==> src/rtl/pc_sequencer.sv <==
// Program counter for the Galetron core: increment, relative branch, jump, call/return, context exchange.
// Optional hardware return-address stack enabled by defining PC_RAS_EN.
module pc_sequencer #(
    parameter int AW           = 12,
    parameter int RESET_VECTOR = 256,
    parameter int CTX_VECTOR   = 1083,
    parameter int RAS_DEPTH    = 4
) (
    input  logic          clock,
    input  logic          resetCPU_n,
    input  logic          HLT,
    input  logic          jump,
    input  logic          call,
    input  logic          ret,
    input  logic          bzero,
    input  logic          bnegative,
    input  logic          zero,
    input  logic          negative,
    input  logic [AW-1:0] address,
    input  logic          jump_context_exchange,
    input  logic          return_context,
    output logic [AW-1:0] programCounter,
    output logic [AW-1:0] saved_pc,
    output logic          in_context,
    output logic          ras_empty,
    output logic          ras_full,
    output logic          ras_error
);

    localparam logic [AW-1:0] L_RST_PC = AW'(RESET_VECTOR);
    localparam logic [AW-1:0] L_CTX_PC = AW'(CTX_VECTOR);
    localparam logic [AW-1:0] L_ONE    = AW'(1);

    logic [AW-1:0] r_pc;
    logic [AW-1:0] r_saved_pc;
    logic          r_in_ctx;

    logic [AW-1:0] w_pc_inc;
    logic [AW-1:0] w_br_target;
    logic          w_taken;
    logic          w_xchg;
    logic          w_rctx;

    assign w_pc_inc    = r_pc + L_ONE;
    // Offset is two's complement; modulo-2^AW addition handles negative values and wrap.
    assign w_br_target = w_pc_inc + address;
    assign w_taken     = (bzero & zero) | (bnegative & negative);
    assign w_xchg      = jump_context_exchange & ~r_in_ctx;
    assign w_rctx      = return_context & r_in_ctx;

`ifdef PC_RAS_EN
    localparam int PW = $clog2(RAS_DEPTH + 1);
    localparam int IW = (RAS_DEPTH > 1) ? $clog2(RAS_DEPTH) : 1;

    logic [AW-1:0] r_stack [RAS_DEPTH];
    logic [PW-1:0] r_ptr;
    logic          r_err;

    logic [PW-1:0] w_ptr_m1;
    logic [IW-1:0] w_wr_idx;
    logic [IW-1:0] w_rd_idx;
    logic          w_empty;
    logic          w_full;
    logic          w_push;

    assign w_ptr_m1 = r_ptr - PW'(1);
    assign w_wr_idx = IW'(r_ptr);
    assign w_rd_idx = IW'(w_ptr_m1);
    assign w_empty  = (r_ptr == '0);
    assign w_full   = (r_ptr == PW'(RAS_DEPTH));
    assign w_push   = ~HLT & ~w_xchg & ~w_rctx & ~ret & call & ~w_full;

    // Stack entries carry no reset; only the pointer defines which ones are valid.
    always_ff @(posedge clock) begin
        if (w_push) begin
            r_stack[w_wr_idx] <= w_pc_inc;
        end
    end

    assign ras_empty = w_empty;
    assign ras_full  = w_full;
    assign ras_error = r_err;
`else
    logic w_unused_ret;
    assign w_unused_ret = ret;

    assign ras_empty = 1'b1;
    assign ras_full  = 1'b0;
    assign ras_error = 1'b0;
`endif

    // One action per cycle, highest priority first; lower strobes are dropped.
    always_ff @(posedge clock or negedge resetCPU_n) begin
        if (!resetCPU_n) begin
            r_pc       <= L_RST_PC;
            r_saved_pc <= '0;
            r_in_ctx   <= 1'b0;
`ifdef PC_RAS_EN
            r_ptr      <= '0;
            r_err      <= 1'b0;
`endif
        end else if (!HLT) begin
            if (w_xchg) begin
                r_pc       <= L_CTX_PC;
                r_saved_pc <= w_pc_inc;
                r_in_ctx   <= 1'b1;
            end else if (w_rctx) begin
                r_pc     <= r_saved_pc;
                r_in_ctx <= 1'b0;
            end
`ifdef PC_RAS_EN
            else if (ret) begin
                if (!w_empty) begin
                    r_pc  <= r_stack[w_rd_idx];
                    r_ptr <= w_ptr_m1;
                end else begin
                    r_pc  <= w_pc_inc;
                    r_err <= 1'b1;
                end
            end else if (call) begin
                r_pc <= address;
                if (!w_full) begin
                    r_ptr <= r_ptr + PW'(1);
                end else begin
                    r_err <= 1'b1;
                end
            end
`endif
            // Without the stack, call degenerates to a plain jump.
            else if (jump | call) begin
                r_pc <= address;
            end else if (w_taken) begin
                r_pc <= w_br_target;
            end else begin
                r_pc <= w_pc_inc;
            end
        end
    end

    assign programCounter = r_pc;
    assign saved_pc       = r_saved_pc;
    assign in_context     = r_in_ctx;

endmodule

==> config.mk <==
export PLATFORM = sky130hd
export DESIGN_NAME = pc_sequencer
export DESIGN_NICKNAME = d
export VERILOG_FILES = /design/src/rtl/pc_sequencer.sv
export SDC_FILE = /design/constraint.sdc
export NUM_CORES = 1
export LEC_CHECK = 0
export CORE_MARGIN = 2
export CORE_UTILIZATION = 24
export DETAILED_ROUTE_END_ITERATION = 8
export PLACE_DENSITY = 0.59
export SYNTH_ARGS = -nofsm -noshare
export SYNTH_HDL_FRONTEND = slang
export SYNTH_SLANG_ARGS = --single-unit
==> constraint.sdc <==
create_clock -name clock -period 2.7 [get_ports clock]
set_input_delay 0.675 -clock clock [delete_from_list [all_inputs] [get_ports clock]]
set_output_delay 0.675 -clock clock [all_outputs]
set_load 0.01 [all_outputs]
Word-level counts from Yosys, hierarchy flattened
Cells that the tools add are included.
- add/sub/neg operators: 2
- multiply operators: 0
- divide/modulo/power cells: 0
- magnitude comparators: 0
- equal/unequal tests: 0
- shift-type cells: 0
- muxes and demuxes: 6
- bitwise operators: 8
- reduce and logical (&&, ||, !) cells: 3
- operator list (kind ; number):
    $mux 12 ; 4
    $add 12x1->12 const B ; 1
    $add 12x12->12 ; 1
    $and 1x1->1 ; 4
    $reduce_and 2->1 ; 2
    $mux 1 ; 2
    $not 1->1 ; 2
    $or 1x1->1 ; 2
    $reduce_bool 2->1 ; 1
- flip-flop bits (word level): 25
- latch bits: 0
- RAM bits: 0
- ROM bits: 0
- bits of input ports: 24
- output and inout bits: 28
- logic and storage cells: 22
- memories: 0

Depth between registers and ports, before layout
Gate-level depths: netlist of run 1.
- depth after elaboration: 6
- mapped depth: 13
- depth with buffers taken out: 13

Worst setup path after synthesis of run 1
Ideal clock, no wire load.
- path kind: register to register
- start point: reg r_pc[2], in the netlist programCounter[2]
- end point: reg r_pc[9], in the netlist programCounter[9]
- library setup time: 0.129 ns
- data arrival time: 2.517 ns
- data required time: 2.571 ns
- path slack: 0.054 ns
- cell stages (with the launch flop): 13
- buffers on the path: 1
- clock period less this slack: 2.646 ns
- cell sequence: dfrtp_1 buf_2 nand3_1 xor2_1 inv_1 ha_1 a21o_1 a21oi_2 a21oi_1 o21ai_0 mux2_2 o21ai_0 nand3_1
- word-level cells in the longest chain between the ends: 6
- ends and longest elaborated chain (what ; line ; text):
    start: declaration ; 34 ; logic [AW-1:0] r_pc;
    start signal: assignment ; 108 ; r_pc <= r_saved_pc;
    start signal: assignment ; 131 ; r_pc <= address;
    start signal: assignment ; 133 ; r_pc <= w_br_target;
    $add 12x1->12 ; 44 ; assign w_pc_inc = r_pc + L_ONE;
    net w_pc_inc[3] ; 38 ; logic [AW-1:0] w_pc_inc;
    $add 12x12->12 ; 46 ; assign w_br_target = w_pc_inc + address;
    $mux 12 ; 132 ; end else if (w_taken) begin
    $mux 12 ; 130 ; else if (jump | call) begin
    $mux 12 ; 107 ; end else if (w_rctx) begin
    $mux 12 ; 103 ; if (w_xchg) begin
The timed path passes the listed nets, and every way through them passes these cells.
A chain may end at the register's enable or synchronous reset.

Worst setup path after layout of run 1
- start point: reg r_pc[0], in the netlist programCounter[0]
- end point: reg r_pc[11], in the netlist programCounter[11]
Same word-level chain as after synthesis.

==> results of run 1 <==
logic make-up after synthesis:
logic type / after synthesis / share of synthesized area
other cells: 2 / 0.003737
compound gates: 78 / 0.2721
simple gates: 67 / 0.1519
buf+inv: 21 / 0.04982
fa+ha+maj: 14 / 0.09091
xor+xnor: 16 / 0.06974
mux: 9 / 0.04982
flops: 25 / 0.3120
cells in the final DEF, fill, tap and decap left out, types with 2 or more instances in the layout:
cell type and n:
nor2_1 20, a22oi_1 5, o21ai_0 6, xor2_1 6, a22o_1 5, ha_4 6, conb_1 3, nand2_1 19
a21oi_4 2, nand3_1 4, o21ai_2 2, a211oi_1 3, xnor2_2 3, a21o_1 5, buf_4 50, a21oi_2 3
a32oi_1 2, inv_1 7, ha_1 5, nand2_2 2, a31oi_1 2, nand4_1 4, clkbuf_8 3, buf_6 2
dfrtp_1 24, o211ai_1 9, mux2_2 8, a311oi_1 2, o21bai_1 3, ha_2 2, xor2_2 3, clkdlybuf4s50_1 46
a21oi_1 15, nor3_1 2, xnor2_1 3, nand2b_1 2, nor2b_1 5, o21ai_1 3
flip-flops by register name (all words and copies together), names as in the netlist:
| name | cells |
|---|---|
| in_context | 1 |
| programCounter | 12 |
| saved_pc | 12 |
synthesized netlist by cell type, types with 3 or more instances:
library cell / n / area, um^2
a21oi_1: 18 / 90.09
o211ai_1: 9 / 67.56
a211oi_1: 4 / 30.03
clkbuf_1: 7 / 26.28
mux2_2: 8 / 90.09
nor2_1: 21 / 78.83
dfrtp_1: 24 / 600.6
buf_4: 3 / 22.52
nand4_1: 4 / 25.02
nand3_1: 6 / 30.03
xor2_1: 9 / 78.83
a22oi_1: 5 / 37.54
a22o_1: 5 / 43.79
xnor2_1: 7 / 61.31
o21ai_0: 9 / 45.04
nor2b_1: 5 / 31.28
o21bai_1: 3 / 22.52
a21o_1: 5 / 37.54
inv_1: 8 / 30.03
nor3_1: 3 / 15.01
nand2_1: 21 / 78.83
ha_1: 13 / 162.7
power by group:
group          switching, mW  total, mW  internal [mW]
clock network          0.130      0.236          0.106
registers              0.120      0.628          0.508
logic                  0.786       1.75          0.967
total                   1.04       2.62           1.58
timing repair:
item | 4_1_cts | 5_1_grt
gates resized for setup | 18 | 29
setup endpoints to repair | 5 | 6
pin swaps | 12 | 23
hold buffers | 0 | 0
buffers inserted | 11 | 4
per-layer routing:
metal / up-vias / track usage / wire length (um)
met5: - / 0 / 0
met2: 75 / 0.2359 / 3120
met1: 992 / 0.1838 / 2772
li1: 1029 / - / -
met3: 4 / 0.01107 / 405
met4: 0 / 0.03810 / 49
per-stage QoR:
| stage | instance area, um^2 | TNS, ns | hold WS (ns) | utilization |
|---|---|---|---|---|
| floorplan | 2013 | 0 | 0.3794 | - |
| global placement | 2830 | -2.151 | 0.5282 | 0.3462 |
| detailed placement | 2830 | -2.220 | 0.5325 | 0.3462 |
| CTS | 3032 | 0 | 0.5569 | 0.3708 |
| global route | 3236 | -0.3408 | 0.5776 | 0.3958 |
| finish | 3236 | -0.01599 | 0.5493 | 0.3958 |
cell type report:
cell class | count | share of cell area
clock buffers | 4 | 0.01392
inverters | 8 | 0.009281
multi-input cells | 187 | 0.4733
flip-flops and latches | 25 | 0.1937
well taps | 105 | 0.04060
repair buffers | 99 | 0.2691
worst paths after layout:
path                            cells after the start                              to                           from
worst max-delay path                               13  programCounter[11]$_DFFE_PN0N_  programCounter[0]$_DFFE_PN0N_
max in group asynchronous                           2   programCounter[8]$_DFFE_PN1N_                     resetCPU_n
min in group asynchronous                           2         saved_pc[1]$_DFFE_PN0P_                     resetCPU_n
worst max register to register                     13  programCounter[11]$_DFFE_PN0N_  programCounter[0]$_DFFE_PN0N_
worst min-delay path                                1         saved_pc[5]$_DFFE_PN0P_        saved_pc[5]$_DFFE_PN0P_
worst min register to register                      1         saved_pc[5]$_DFFE_PN0P_        saved_pc[5]$_DFFE_PN0P_
==> results.toml, run 1 <==
[run_status]
status = "complete, but fails checks"
violations = "negative setup slack"

[routing]
drt_drc_violations_left = 0
viasPerCell = 4.907
drt_iter0_markers = 150
antenna_left = 0
wl_um = 6348
wl_per_cell_um = 14.83
vias = 2100
dr.pass1.iters = 7

[die]
dieArea_um2 = 9120
die-width_um = 95.50
die_h_um = 95.50
ios = 52
rows = 33
start_util = 0.2458
coreArea_um2 = 8175

[grt]
grt_max_degree = 26
grt_use_total = 0.1370
grt_overflow = 0
grt_pass1_wl_um = 9777
antenna_found_initial = 0
grt_pass1_vias = 1973

[critical_path]
slowest_stage = "o41ai_4"
crit_chain = "buf_4 > ha_4 > nand2_1 > nor3_2 > xnor2_1 > inv_1 > ha_4 > a21oi_4 > o21ai_2 > o41ai_4 > xor2_2 > o21a_1 > o31ai_2"
cp-end-kind = "register"
crit_type = "register to register"
cp_max_fo = 4
cp_num_buf_inv = 2
crit_top_cell = "ha_4"
worst-r2r-setup-slack_ns = -0.02
start_kind = "register"
arrival_ns = 2.91
cp_top_family = "compound AO/OA/AOI/OAI gates"
required_ns = 2.89
critPathMaxStageDelay_ns = 0.46

[placement]
dpl.cell_count = 410
numPortBuffers = 47
place_ws_ns = -0.4705
dp_hpwl_um = 4719
globalplace.congestion = 0.8526

[finish]
stdcell_count = 428
drive_gt1_frac = 0.3127
antennaDiodeCount = 0
fin_nets = 362
fill_cells = 806
multi_input_area_um2 = 1531
area_growth_pct = 61.02
seq_area_um2 = 626.9

[logic_synthesis]
async_reset_ff_frac = 1.000
ys.flop_type = "dfrtp_1"
yosysSeqAreaShare = 0.3120
synth_edf_count = 0
ys_types = 49
yosysWarningCount = 0
synth_area_um2 = 2009
synth_cells = 232
synth_area_per_cell_um2 = 8.661
synth_seq_cells = 25

[flow_run]
maxCapViolations = 0

[timing]
finalClockSkew_ns = 0.004956
period_share = 1.006
setup_slack_ns = -0.01599
period_minus_slack_ns = 2.716
final_hold_viol_count = 0
setup_viol_count_final = 1
fmax_ghz = 0.3682
rsz0062_at_grt = "yes"
drv_slew = 0

[clock_tree]
root_buffer = "clkbuf_8"
cts_buffer_depth = 2
cts.sinks = 25
htree_levels = 1
insertion_delay_ns = 0.27
cts_tree = "done"
clk_pin_slew_ns = 0.10
cts_buffers = 3

[min_path]
hp-class = "register to register"

[power_and_ir_drop]
p_per_area_nw_per_um2 = 809.0
vdd_ir_drop_max_v = 0.0002349
power_mw = 2.618
p_leak_nw = 1.346
Note: power is estimated with default switching activity, not from simulation.
==> run 2: changes to the inputs <==
--- a/config.mk
+++ b/config.mk
@@ -7,6 +7,8 @@
 export LEC_CHECK = 0
 export CORE_MARGIN = 2
 export CORE_UTILIZATION = 24
+export CTS_BUF_LIST = sky130_fd_sc_hd__clkbuf_4 sky130_fd_sc_hd__clkbuf_8 sky130_fd_sc_hd__clkbuf_16
+export CTS_CLUSTER_DIAMETER = 100
 export DETAILED_ROUTE_END_ITERATION = 8
 export PLACE_DENSITY = 0.59
 export SYNTH_ARGS = -nofsm -noshare
==> results.toml, run 2 (same netlist as run 1, synthesis figures left out) <==
[grt]
grt_pass1_wl_um = 9777
grt_pass1_vias = 1973
antenna_found_initial = 0
grt_use_total = 0.1370
grt_overflow = 0
grt_max_degree = 26

[timing]
fin_hold_ws_ns = 0.5503
rsz0062_at_grt = "yes"
finalClockSkew_ns = 0.003256
period_share = 0.9928
drv_slew = 0
final_hold_viol_count = 0
setup_viol_count_final = 0
fmax_ghz = 0.3731
period_minus_slack_ns = 2.681
setup_slack_ns = 0.01940

[clock_tree]
cts.sinks = 25
clk_pin_slew_ns = 0.09
cts_buffer_depth = 2
cts_tree = "done"
root_buffer = "clkbuf_8"
cts_buffers = 3
htree_levels = 1
insertion_delay_ns = 0.27
holdBufCountCts = 0

[critical_path]
required_ns = 2.89
arrival_ns = 2.87
start_kind = "register"
crit_type = "register to register"
cp-end-kind = "register"
cp_max_fo = 4

[min_path]
hp-class = "register to register"

[finish]
mostFrequentLayoutCells = "buf_4, clkdlybuf4s50_1, dfrtp_1, nor2_1, nand2_1"
stdcell_count = 428
seq_area_um2 = 626.9
mostFrequentLayoutCell = "buf_4"
utilization = 0.4050
antennaDiodeCount = 0
fin_nets = 362
fill_cells = 800
multi_input_area_um2 = 1595
area_growth_pct = 64.76
drive_gt1_frac = 0.3313

[power_and_ir_drop]
p_leak_nw = 1.371
vdd_ir_drop_max_v = 0.0002330
p_per_area_nw_per_um2 = 811.9

[routing]
drt_drc_violations_left = 0
vias = 2114
drt_iter0_markers = 123
wl_um = 6455
antenna_left = 0
viasPerCell = 4.939
wl_per_cell_um = 15.08
dr.pass1.iters = 5

[placement]
place_ws_ns = -0.4705
dpl.cell_count = 410
globalplace.congestion = 0.8526
dp_hpwl_um = 4719
numPortBuffers = 47

[die]
die-width_um = 95.50
start_util = 0.2458
rows = 33
die_h_um = 95.50
dieArea_um2 = 9120
coreArea_um2 = 8175
ios = 52

[run_status]
status = "completed"

[flow_run]
maxCapViolations = 0
-- run 2: changes by cell type in the layout (fill, tap and decap cells not counted), moves of 2 or more --
cell,delta
buf_6,+2
xnor2_2,+2
inv_1,-2
xnor2_1,-2
ha_2,-2
buf_4,-2
ha_4,+2
inv_2,+2
-- run 2: what timing repair did --
item                       in CTS  in global routing
resized for setup              18                 43
setup endpoints to repair       5                  6
setup buffers                  11                  4
pin swaps                      12                 27
-- run 2: metal layers --
layer	vias up	part of all wire	global-route usage
li1	1027	-	-
met1	1015	0.45	0.1838
met2	66	0.49	0.2359
met3	6	0.056	0.01107
met4	0	0.010	0.03810
met5	-	0	0
-- run 2: cell type report --
cell class | count | area share
multi-input cells | 187 | 0.4819
clock buffers | 4 | 0.01474
repair buffers | 99 | 0.2653
inverters | 8 | 0.009070
flip-flops and latches | 25 | 0.1893
well taps | 105 | 0.03968
-- run 2: report_power, final --
group	switching, mW	internal, mW	total, mW
clock	0.128	0.116	0.244
sequential	0.121	0.509	0.629
combinational	0.818	0.996	1.81
total	1.07	1.62	2.69
-- run 2: path summary, 6_finish.rpt --
kind                                               start                              to  slack [ns]  cells past startpoint
setup reg to reg           programCounter[0]$_DFFE_PN0N_  programCounter[11]$_DFFE_PN0N_        0.02                     14
setup / recovery           programCounter[0]$_DFFE_PN0N_  programCounter[11]$_DFFE_PN0N_        0.02                     14
hold reg to reg                  saved_pc[6]$_DFFE_PN0P_   programCounter[6]$_DFFE_PN0N_        0.55                      1
min in group asynchronous                     resetCPU_n         saved_pc[1]$_DFFE_PN0P_        0.76                      2
max in group asynchronous                     resetCPU_n   programCounter[8]$_DFFE_PN1N_        1.63                      2
hold / removal                   saved_pc[6]$_DFFE_PN0P_   programCounter[6]$_DFFE_PN0N_        0.55                      1
-- run 2: stage by stage --
stage	setup TNS [ns]	power [mW]	cell area, um^2
after floorplan	0	1.382	2013
after global placement	-2.151	2.035	2830
after detailed placement	-2.220	2.057	2830
after CTS	0	2.413	3035
after global routing	-0.3637	2.869	3311
final	0	2.688	3311
-- run 2: critical path: stages, from the launching register on --
cell      delay (ns)
dfrtp_1         0.41
buf_6           0.12
ha_4            0.17
buf_6           0.11
nand4_1         0.14
xnor2_2         0.20
ha_4            0.29
nand2_4         0.05
buf_4           0.13
o21bai_1        0.11
o22a_1          0.18
o41ai_4         0.11
xor2_2          0.17
o21a_1          0.20
o31ai_2         0.20
